`src/rtl/ppu_regfile_pkg.sv`:
```
// Shared register-file constants and types for the PPU writeback/context-save path.
package ppu_regfile_pkg;

    localparam int unsigned N_REGS = 32;
    localparam int unsigned IDX_W  = 5;

    typedef logic [IDX_W-1:0]  reg_idx_t;
    typedef logic [N_REGS-1:0] reg_mask_t;

    typedef enum logic [1:0] {
        IDLE,
        SCAN,
        DONE
    } enc_state_t;

endpackage

```
`src/rtl/lowest_set_encoder.sv`:
```
// Combinational priority encoder: index of the lowest set bit of a register mask.
module lowest_set_encoder
    import ppu_regfile_pkg::*;
(
    input  reg_mask_t mask,
    output reg_idx_t  idx,
    output logic      any
);

    always_comb begin
        idx = '0;
        // Walk downward so the lowest set bit is the last assignment to stick.
        for (int i = N_REGS - 1; i >= 0; i--) begin
            if (mask[i]) begin
                idx = reg_idx_t'(i);
            end
        end
    end

    assign any = |mask;

endmodule

```
`src/rtl/reg_mask_encoder.sv`:
```
// Sequential 32-to-5 encoder: walks a multi-hot register mask, one index per accepted transfer.
// Optional emit counter enabled by defining REG_MASK_ENCODER_COUNT_EN.
module reg_mask_encoder
    import ppu_regfile_pkg::*;
(
    input  logic             clk,
    input  logic             reset,
    input  logic             load,
    input  logic [N_REGS-1:0] mask_in,
    input  logic             flush,
    output logic [IDX_W-1:0] idx,
    output logic             idx_valid,
    input  logic             out_ready,
    output logic             busy,
`ifdef REG_MASK_ENCODER_COUNT_EN
    output logic [IDX_W:0]   emit_count,
`endif
    output logic             done
);

    enc_state_t state_q, state_d;
    reg_mask_t  pending_q, pending_d;
    reg_idx_t   low_idx;
    logic       pend_any;
    logic       xfer;
    reg_mask_t  pending_clr;

    lowest_set_encoder u_enc (
        .mask (pending_q),
        .idx  (low_idx),
        .any  (pend_any)
    );

    assign xfer        = (state_q == SCAN) && out_ready;
    assign pending_clr = pending_q & ~(reg_mask_t'(1) << low_idx);

    always_comb begin
        state_d   = state_q;
        pending_d = pending_q;
        unique case (state_q)
            IDLE: begin
                if (load) begin
                    pending_d = mask_in;
                    state_d   = (mask_in != '0) ? SCAN : DONE;
                end
            end
            SCAN: begin
                if (flush) begin
                    state_d   = IDLE;
                    pending_d = '0;
                end else if (!pend_any) begin
                    state_d = DONE;
                end else if (xfer) begin
                    pending_d = pending_clr;
                    if (pending_clr == '0) begin
                        state_d = DONE;
                    end
                end
            end
            DONE: begin
                state_d   = IDLE;
                pending_d = '0;
            end
            default: begin
                state_d   = IDLE;
                pending_d = '0;
            end
        endcase
    end

    always_ff @(posedge clk) begin
        if (reset) begin
            state_q   <= IDLE;
            pending_q <= '0;
        end else begin
            state_q   <= state_d;
            pending_q <= pending_d;
        end
    end

    assign idx       = low_idx;
    assign idx_valid = (state_q == SCAN);
    assign busy      = (state_q != IDLE);
    assign done      = (state_q == DONE);

`ifdef REG_MASK_ENCODER_COUNT_EN
    logic [IDX_W:0] count_q, count_d;

    // Counts every handshake, including one that lands on the flush cycle.
    always_comb begin
        count_d = count_q;
        if (state_q == IDLE && load) begin
            count_d = '0;
        end else if (xfer) begin
            count_d = count_q + 1'b1;
        end
    end

    always_ff @(posedge clk) begin
        if (reset) begin
            count_q <= '0;
        end else begin
            count_q <= count_d;
        end
    end

    assign emit_count = count_q;
`endif

endmodule

```
`config.mk`:
```
export PLATFORM = sky130hd
export DESIGN_NAME = reg_mask_encoder
export DESIGN_NICKNAME = d
export VERILOG_FILES = /design/src/rtl/ppu_regfile_pkg.sv /design/src/rtl/lowest_set_encoder.sv /design/src/rtl/reg_mask_encoder.sv
export SDC_FILE = /design/constraint.sdc
export NUM_CORES = 1
export LEC_CHECK = 0
export CAP_MARGIN = 20
export CORE_MARGIN = 4
export CORE_UTILIZATION = 25
export CTS_BUF_LIST = sky130_fd_sc_hd__clkbuf_4 sky130_fd_sc_hd__clkbuf_8
export CTS_CLUSTER_SIZE = 40
export DETAILED_ROUTE_END_ITERATION = 10
export PLACE_DENSITY = 0.43
export SYNTH_ARGS = -nofsm -noshare
export SYNTH_HDL_FRONTEND = slang
export SYNTH_HIERARCHICAL = 1
export SYNTH_SLANG_ARGS = --single-unit
```
`constraint.sdc`:
```
create_clock -name clk -period 7.9 [get_ports clk]
set_clock_uncertainty 0.1 [all_clocks]
set_input_delay 2.37 -clock clk [delete_from_list [all_inputs] [get_ports clk]]
set_output_delay 2.37 -clock clk [all_outputs]
set_load 0.05 [all_outputs]
```
==> flow_metrics.tcl <==
set metrics [dict create \
    crit_family "compound AO/OA/AOI/OAI gates" \
    drtIter0Drc 244 \
    drtPass1Iterations 5 \
    routed_wl_um 9170 \
    grt_use_total_pct 16.8 \
    areaGrowthSynthToFinish_pct 26.9 \
    clock_latency_ns 0.29 \
    synthDistinctLibCells 45 \
    mostFrequentLayoutCells "56 x nor2_1, 44 x clkdlybuf4s50_1, 34 x dfxtp_1" \
    yosysWarningCount 6 \
    grt_max_degree 34 \
    synth.avg_cell_area_um2 7.40 \
    vias 2692 \
    design_area_um2 2960 \
    cts-htree-levels 2 \
    tightest_slew_ns 1.07 \
    cts_resized 0 \
    slew_violations 0 \
    vias_per_cell 5.88 \
    rsz0062_at_grt "false" \
    root_buffer "clkbuf_8" \
    clock-sinks 34 \
    slowest_stage "clkdlybuf4s50_1" \
    fin_crit_sh_pct 70.1 \
    antenna_found_initial 0 \
    power_density_nw_per_um2 221 \
    power_w 0.000654 \
    cp.required_ns 5.43 \
    grt_pass1_vias 2592 \
    finalSetupTns_ns 0 \
    syn-num-nets 352 \
    rows 34 \
    drc 0 \
    arrival_ns 3.07 \
    start_util_pct 26.2 \
    path_cells "nor3b_1 > nor3_1 > o31ai_1 > o2111ai_1 > a221oi_1 > clkdlybuf4s50_1" \
    drive_above_1_share_pct 6.29 \
    io_buffers 44 \
    power.leakage_nw 0.982 \
    grt_pass1_wl_um 14700 \
    ant_nets 0 \
    crit_type "flop to output port" \
    worst_path_largest_cell_delay_ns 0.96 \
    hold_buffers 0 \
    hp-class "flop to flop" \
    syn-cell-area_um2 2330 \
    min_delay_path_depth 2 \
    die_h_um 105 \
    overflow 0 \
    max_freq_mhz 181 \
    slew-limit-headroom_pct 28.4 \
    ys_seq_area_share_pct 29.2 \
    final_hold_viol_count 0 \
    cts_buffer_depth 2 \
    min_period_ns 5.54 \
    peakVddDrop_mv 0.0842 \
    reg2regPathDepth 11 \
    cts-buffers-inserted 5 \
    place_area_um2 2860 \
    endpoint_kind "output port" \
    synth_ff_type "dfxtp_1" \
    synthArstFlopShare_pct 0 \
    status "finished clean" \
    layout_commonest_cell "nor2_1" \
    core-area_um2 8890 \
    worstPathMaxFanout 9 \
    gp_congestion 0.865 \
    postCtsSetupBuffers 0 \
    synth-edff-count 0 \
    wl_per_cell_um 20.0 \
    path_buf_inv 1 \
    diodes 0 \
    ys_ff_latch 34 \
    dieArea_um2 10900 \
    cp_num_cells 6 \
    ios 45 \
    tritoncts "built" \
    die_w_um 105 \
    syn-instance-count 315 \
    dp_hpwl_um 6780 \
    finalSetupViolCount 0 \
    maxCapViolations 0 \
    path_clk_slew_ns 0.07 \
    worstSetupStartpointType "flop" \
    nets 387 \
]
==> worst reg2reg max path, cell delays in order, from the launching register on <==
cell and delay (ns):
dfxtp_1 0.39, nor3b_1 0.22, nor3_1 0.08, o31ai_1 0.23, o2111ai_1 0.16, a221oi_1 0.74, nand3b_1 0.37, o21ai_0 0.50
nand4_1 0.27, nor4_4 0.39, a31oi_1 0.19, o21a_1 0.22
==> metrics by stage <==
step | std cells | hold WS, ns | setup WS (ns) | utilization (%)
final | 458 | 0.475 | 2.36 | 33.3
after global routing | 458 | 0.497 | 2.08 | 33.3
after CTS | 457 | 0.460 | 2.36 | 33.1
after detailed placement | 450 | 0.447 | 2.70 | 32.1
after global placement | 450 | 0.440 | 2.75 | 32.1
after floorplan | 315 | 0.388 | 2.94 | -
==> registers in the layout, indices dropped and copies added (netlist names) <==
| name | cells |
|---|---|
| state_q | 2 |
| pending_q | 32 |
==> synthesized netlist by cell type, types with 3 or more instances <==
master     number  area (um2)
nor2_1         56         210
nand4_1         8        50.1
clkbuf_1       16        60.1
nor3_1          8        40.0
o21ai_0        32         160
o31ai_1         4        30.0
dfxtp_1        34         681
o2bb2ai_1      25         219
nand2b_1        3        18.8
nor4_1         15        93.8
nand2_1        12        45.0
o21a_1          5        37.5
nand3_1         3        15.0
inv_1           8        30.0
a21oi_1        14        70.1
a22oi_1        26         195
nand3b_1        3        22.5
==> worst paths after layout <==
path                                    start           end  slack [ns]
worst max register to register  pending_q[31]    state_q[0]        3.94
worst max-delay path            pending_q[31]        idx[0]        2.36
worst min register to register   pending_q[7]  pending_q[7]        0.48
worst min-delay path             pending_q[7]  pending_q[7]        0.48
==> power breakdown <==
group	leakage [nW]	switching [W]	internal, W
registers	0.279	0.0000248	0.000187
clock network	0.0452	0.0000659	0.0000677
logic	0.658	0.000195	0.000114
total	0.982	0.000285	0.000369
==> area by class of cell <==
| type | instances | area [um2] |
|---|---|---|
| Fill cell | 976 | 5930 |
| Sequential cell | 34 | 681 |
| Multi-Input combinational cell | 253 | 1550 |
| Inverter | 8 | 30.0 |
| Tap cell | 108 | 135 |
| Clock buffer | 7 | 83.8 |
| Timing Repair Buffer | 48 | 478 |
==> routing by layer <==
metal | track usage [%] | up-vias | wire length, um
met4 | 3.61 | 0 | 99
met3 | 3.02 | 10 | 522
met5 | 0 | - | 0
met2 | 26.9 | 101 | 4130
met1 | 23.7 | 1307 | 4420
li1 | - | 1274 | -
==> cell families after synthesis <==
kind of cell / after synthesis / share of synthesized area, %
and+or+nand+nor: 129 / 29.2
AOI/OAI and AO/OA: 124 / 37.0
DFF: 34 / 29.2
buffers and inverters: 28 / 4.62
Power figures use the tool's default switching activity.
